File: config.mk
export PLATFORM = sky130hd
export DESIGN_NAME = divu_seq_unit
export DESIGN_NICKNAME = d
export VERILOG_FILES = /design/src/rtl/divu_seq_unit.sv
export SDC_FILE = /design/constraint.sdc
export NUM_CORES = 1
export LEC_CHECK = 0
export CORE_AREA = 3 3 136 138
export DETAILED_ROUTE_END_ITERATION = 7
export DIE_AREA = 0 0 139 141
export GPL_TIMING_DRIVEN = 0
export HOLD_SLACK_MARGIN = 0.05
export PLACE_DENSITY_LB_ADDON = 0.1
export SKIP_LAST_GASP = 1
export SYNTH_ARGS = -nofsm -noshare
export SYNTH_HDL_FRONTEND = slang
export SYNTH_SLANG_ARGS = --single-unit
File: constraint.sdc
create_clock -name clk -period 4.4 [get_ports clk]
set_input_delay 0.88 -clock clk [delete_from_list [all_inputs] [get_ports clk]]
set_output_delay 0.88 -clock clk [all_outputs]
set_load 0.005 [all_outputs]
File: src/rtl/divu_seq_unit.sv
// Sequential unsigned restoring divider: one quotient bit per clock, triggered by
// the DIVU function code; writes remainder/quotient to HiLo when finished.
module divu_seq_unit #(
  parameter int unsigned WIDTH     = 32,
  parameter logic [5:0]  DIVU_CODE = 6'd27
) (
  input  logic             clk,
  input  logic             rst_n,
  input  logic [5:0]       signal_in,
  input  logic [WIDTH-1:0] dividend,
  input  logic [WIDTH-1:0] divisor,
  output logic             busy,
  output logic             done,
  output logic             hilo_we,
  output logic [WIDTH-1:0] hi,
  output logic [WIDTH-1:0] lo
);

  localparam int unsigned CW = $clog2(WIDTH + 1);
  localparam logic [CW-1:0] LAST_ITER = CW'(WIDTH - 1);

  typedef enum logic [1:0] {S_IDLE, S_RUN, S_DONE} state_e;

  state_e            state_q, state_d;
  logic              armed_q, armed_d;
  logic [CW-1:0]     cnt_q, cnt_d;
  logic [WIDTH-1:0]  rem_q, rem_d;
  logic [WIDTH-1:0]  quo_q, quo_d;
  logic [WIDTH-1:0]  dvsr_q, dvsr_d;
  logic [WIDTH-1:0]  hi_q, hi_d;
  logic [WIDTH-1:0]  lo_q, lo_d;

  logic              is_code;
  logic [WIDTH:0]    trial;
  logic              fits;
  logic [WIDTH-1:0]  rem_next;
  logic [WIDTH-1:0]  quo_next;

  always_comb begin
    is_code  = (signal_in == DIVU_CODE);
    // Shifted remainder kept one bit wider so the compare never overflows;
    // the subtraction result is always < divisor, so WIDTH bits suffice.
    trial    = {rem_q, quo_q[WIDTH-1]};
    fits     = (trial >= {1'b0, dvsr_q});
    rem_next = fits ? (trial[WIDTH-1:0] - dvsr_q) : trial[WIDTH-1:0];
    quo_next = {quo_q[WIDTH-2:0], fits};

    state_d = state_q;
    armed_d = armed_q;
    cnt_d   = cnt_q;
    rem_d   = rem_q;
    quo_d   = quo_q;
    dvsr_d  = dvsr_q;
    hi_d    = hi_q;
    lo_d    = lo_q;

    if (!is_code) armed_d = 1'b1;

    case (state_q)
      S_IDLE: begin
        if (is_code && armed_q) begin
          quo_d   = dividend;
          dvsr_d  = divisor;
          rem_d   = '0;
          cnt_d   = '0;
          armed_d = 1'b0;
          state_d = S_RUN;
        end
      end
      S_RUN: begin
        if (!is_code) begin
          state_d = S_IDLE;
        end else begin
          rem_d = rem_next;
          quo_d = quo_next;
          cnt_d = cnt_q + CW'(1);
          if (cnt_q == LAST_ITER) begin
            hi_d    = rem_next;
            lo_d    = quo_next;
            state_d = S_DONE;
          end
        end
      end
      S_DONE:  state_d = S_IDLE;
      default: state_d = S_IDLE;
    endcase
  end

  always_ff @(posedge clk or negedge rst_n) begin
    if (!rst_n) begin
      state_q <= S_IDLE;
      armed_q <= 1'b1;
      cnt_q   <= '0;
      rem_q   <= '0;
      quo_q   <= '0;
      dvsr_q  <= '0;
      hi_q    <= '0;
      lo_q    <= '0;
    end else begin
      state_q <= state_d;
      armed_q <= armed_d;
      cnt_q   <= cnt_d;
      rem_q   <= rem_d;
      quo_q   <= quo_d;
      dvsr_q  <= dvsr_d;
      hi_q    <= hi_d;
      lo_q    <= lo_d;
    end
  end

  assign busy    = (state_q == S_RUN);
  assign done    = (state_q == S_DONE);
  assign hilo_we = (state_q == S_DONE);
  assign hi      = hi_q;
  assign lo      = lo_q;

endmodule

# After elaboration in Yosys (flattened, before gate mapping)

Cells that the tools add are included.

Memories kept: 0
Bits in writable memories: 0
ROM bits: 0
Latch bits: 0
Bits in registers: 169
Output and inout port bits: 67

Order comparisons: 1
Bitwise logic cells: 0
Multiply operators: 0
Multiplexer cells: 17
Equality and inequality tests: 7
Add/sub/neg operators: 2
Divide/modulo/power cells: 0
Reductions and logical operators: 7
Shift operators: 0

Operator list:

| cell                  | count |
|---|---|
| $mux W32              | 5 |
| $pmux W32 S2          | 2 |
| $ge A33 B32 Y1        | 1 |
| $sub A32 B32 Y32      | 1 |
| $eq A6 B5 Y1 const B  | 2 |
| $mux W6               | 2 |
| $pmux W6 S2           | 1 |
| $add A6 B1 Y6 const B | 1 |
| $mux W2               | 3 |
| $reduce_and A3 Y1     | 2 |
| $pmux W2 S2           | 1 |
| $reduce_and A2 Y1     | 2 |
| $mux W1               | 3 |
| $ne A3 B2 Y1 const B  | 1 |
| $eq A2 B1 Y1 const B  | 1 |
| $eq A2 B2 Y1 const B  | 1 |
| $logic_not A2 Y1      | 1 |
| $ne A2 B1 Y1 const B  | 1 |
| $ne A2 B2 Y1 const B  | 1 |
| $reduce_bool A2 Y1    | 1 |
| $logic_and A1 B1 Y1   | 1 |

# Logic depth before layout (Yosys ltp)

Depth after elaboration: 4
Mapped depth: 14
Gate-level depth less buffers: 13

# Least setup slack after synthesis

Ideal clock, no wire load.

Path type: reg-to-reg
Start: register rem_q[11]
End: register hi_q[25] (netlist: hi[25])
Arrival time: 2662 ps
Path slack: 1613 ps
Library setup time: 125 ps
Stages on the path, launching flop included: 12
Required time: 4275 ps
Buffers on the path: 2
Path through: dfrtp_1 > ha_1 > buf_6 > a21o_1 > a31oi_1 > nor3b_1 > a211oi_1 > nand3b_1 > a311o_1 > buf_6 > mux2_4 > mux2_4

Word-level cells in the longest chain between the ends: 2
Elaborated cells on any way between the ends: 3
Classes of those cells: add/sub: 1; order compare: 1; mux: 1

RTL lines:

| item                                               | RTL line | RTL |
|---|---|---|
| start, declared                                    | 27       | `logic [WIDTH-1:0] rem_q, rem_d;` |
| start signal, assigned                             | 103      | `rem_q <= rem_d;` |
| $sub A32 B32 Y32 or $ge A33 B32 Y1 (tied branches) | 45, 44   |  |
| $mux W32 *                                         | 45       | `rem_next = fits ? (trial[WIDTH-1:0] - dvsr_q) : trial[WIDTH-1:0];` |
| end signal, assigned                               | 106      | `hi_q <= hi_d;` |
| end, declared                                      | 30       | `logic [WIDTH-1:0] hi_q, hi_d;` |

Every way passes the cells marked *; elsewhere a longest branch is shown, timed or not.
A chain may end at the register's enable or synchronous reset.

# Final worst setup path

Start: register state_q[0]
End: output port busy

Word-level cells in the longest chain between the ends: 1

RTL lines:

| item                   | RTL line | RTL |
|---|---|---|
| start, declared        | 24       | `state_e state_q, state_d;` |
| start signal, assigned | 100      | `state_q <= state_d;` |
| $eq A2 B1 Y1           | 111      | `assign busy = (state_q == S_RUN);` |
| end, declared          | 12       | `output logic busy,` |

Every way passes these cells.

==> results by group <==
Cells and area
  • Final Instance Count excl. Fillers: 1,339
  • Fin util: 63.5%
  • ANT cells: 0
  • Area of the multi-input gates: 4000 um2
  • Layout area overhead: 27.1%
  • Post-Layout Inst Area: 11,000 um2
  • Final net count: 1,207
  • Filler instances: 1,525
  • Register area: 4230 um2
  • Layout cells sized above 1: 4.94%

Drt
  • Vias per inst: 5.35
  • Final wirelength: 22,200 um
  • Post-route ant nets: 0
  • DRT Pass-1 Iters: 5
  • Wirelength per Cell: 16.6 um
  • Via count: 7,157
  • Drt first-iter violations: 395
  • DR DRC count: 0

Global routing
  • Number of global-route vias before repair: 7,291
  • Gr usage total: 23.4%
  • Global-route wire length before repair: 37,200 um
  • Largest net degree at the start of global routing: 116
  • Grt ovf: 0
  • Initial antenna violation count: 0

Floorplan
  • Core Rows: 48
  • Core region area: 17,300 um2
  • Total die area: 19,600 um2
  • Top-level port count: 139
  • Die height: 141 um
  • Initial Utilization: 49.9%
  • Die X: 139 um

Timing
  • Setup repair after global routing missed its margin: no
  • Minimum clock period: 3.46 ns
  • Achievable Freq: 289 MHz
  • Final hold slack: 0.360 ns
  • Slew @ Worst Pin: 0.736 ns
  • Final clock period utilization by the worst path: 78.7%
  • Final hold viol count: 0
  • Final setup TNS: 0 ns
  • Endpoints failing setup: 0
  • Final Skew: 0.00802 ns
  • Max transition margin: 49.7%
  • Fin. max-slew vios: 0

Placement
  • Port Buffers: 138
  • Dpl cells: 1,307
  • Gpl congestion: 0.917
  • Post-DP Area: 10,300 um2
  • Hpwl dp: 16,100 um

Clock tree
  • Clock latency at the later pin of the worst-skew pair: 0.43 ns
  • TritonCTS buffer count: 17
  • CTS clock-pin slew for the worst setup and hold paths: 0.06 ns
  • Cts hold-fix bufs: 0
  • Clk root buf: clkbuf_16
  • Setup Fix Bufs, Post-CTS: 0
  • Resize count post-CTS: 0
  • H-tree Lvls: 4
  • Max Buffers Root-to-Sink: 2
  • CTS sink count: 169
  • CTS tree: done

Worst setup path
  • Reg2reg end: rem_q[20]
  • CP Launch Point: state_q[0]
  • Worst r2r src: rem_q[25]
  • FF-to-FF path depth: 12
  • WP data required: 3.52 ns
  • Maximum fanout along the worst path: 10
  • Worst Setup End Kind: output pin
  • CP endpoint: busy
  • Worst path arrival time: 2.58 ns
  • R2r setup slk: 0.98 ns
  • Startpoint types: flop
  • Setup CP Type: flop to output pin

Power and ir drop
  • Peak VDD IR: 0.276 mV
  • PwrDens: 362 nW/um2
  • Static leakage: 0.00495 uW

Run status
  • Status: complete, no violations

Logic synthesis
  • Mean Syn Cell Area: 9.16 um2
  • Share of the synthesized area in the top cell type: 48.7%
  • Post-Synthesis Cells: 943
  • Sequential cell area fraction in the yosys report: 49.0%
  • Flops & latches, synth: 169
  • Number of synthesized flops with an enable pin: 0
  • Mapped Nets: 1,049
  • Top FF cell, synth: dfrtp_1
  • Synth unique cells: 59
  • Yosys warns: 0
  • Area leader, netlist: dfrtp_1
  • Share of flip-flops with an asynchronous set or reset: 100%
  • Top cells by area, synth: dfrtp_1, nand2_1, o21ai_0
  • Post-Syn Area: 8640 um2

Min path
  • Type of the worst min-delay path: primary input to async pin

Job
  • Max Cap Violations: 0
-- placed cells by master, fill, tap and decap left out, drive strengths merged, types with 9 or more instances in the layout --
cell	n
a21o	12
a21oi	26
buf	16
clkbuf	58
clkdlybuf4s50	137
dfrtp	168
ha	33
inv	48
mux2i	62
nand2	246
nand3	15
nand4	9
nor2	18
o21ai	145
xnor2	18
xor2	15
-- routing by layer --
layer | vias to the layer above | track usage [%] | routed length (um)
met2 | 185 | 37.6 | 10400
met3 | 33 | 5.26 | 1200
li1 | 3505 | - | -
met1 | 3434 | 31.7 | 10200
met4 | 0 | 7.62 | 463
met5 | - | 0 | 0
-- Yosys cell counts (12+ instances only) --
cell type    n
a21o_1      12
nand2_1    246
dfrtp_1    168
xnor2_1     18
clkbuf_1    38
nand3_1     15
a21oi_1     25
ha_1        33
nor2_1      18
mux2i_1     62
xor2_1      15
o21ai_0    144
inv_1       44
-- per-stage QoR --
stage	setup slack, ns	power (uW)
final	0.936	3980
after global routing	0.762	4150
after CTS	0.883	3990
after detailed placement	0.764	2360
after global placement	-4.61	2350
after floorplan	1.61	2140
-- critical path: stages (launching register included) --
cell             delay, ns
dfrtp_1               0.38
nor2b_1               0.13
clkbuf_1              0.45
buf_1                 0.57
clkdlybuf4s50_1       0.63
-- report_power, final --
part	total (uW)	switching (uW)	leakage (uW)	internal (uW)
registers	1740	63.5	0.00224	1680
logic	592	343	0.00238	249
clock network	1640	653	0.000320	990
total	3980	1060	0.00495	2920
-- flip-flops by register name, summed over array words and instances (netlist names) --
register,count
armed_q,1
cnt_q,6
dvsr_q,32
hi,32
lo,32
quo_q,32
rem_q,32
state_q,2
-- logic make-up after synthesis --
kind of cell / Yosys count / share of synthesized area [%]
flip-flops: 169 / 49.0
AND/OR/NAND/NOR: 322 / 15.6
XOR/XNOR: 33 / 3.35
AO/OA/AOI/OAI: 221 / 14.6
adder cells (fa/ha/maj): 34 / 5.01
buffers and inverters: 98 / 4.72
multiplexers: 66 / 7.79
-- worst min path at each step --
| stage | from | end | cells after the start | slack, ns |
|---|---|---|---|---|
| finish | rst_n | dvsr_q[7] | 1 | 0.36 |
| global route | rst_n | dvsr_q[7] | 1 | 0.39 |
| CTS | rst_n | dvsr_q[7] | 1 | 0.38 |
| detailed placement | lo[16] | lo[16] | 2 | 0.46 |
| global placement | lo[19] | lo[19] | 2 | 0.46 |
| floorplan | dvsr_q[0] | dvsr_q[0] | 2 | 0.45 |
-- cell type report --
cell class | instances | area share, %
sequential | 169 | 38.5
multi-input combinational | 676 | 36.4
timing repair buffer | 139 | 12.9
clock buffer | 19 | 4.13
tap | 225 | 2.56
buffer | 53 | 2.18
clock inverter | 13 | 1.73
inverter | 45 | 1.54
Note: power is estimated with default switching activity, not from simulation.
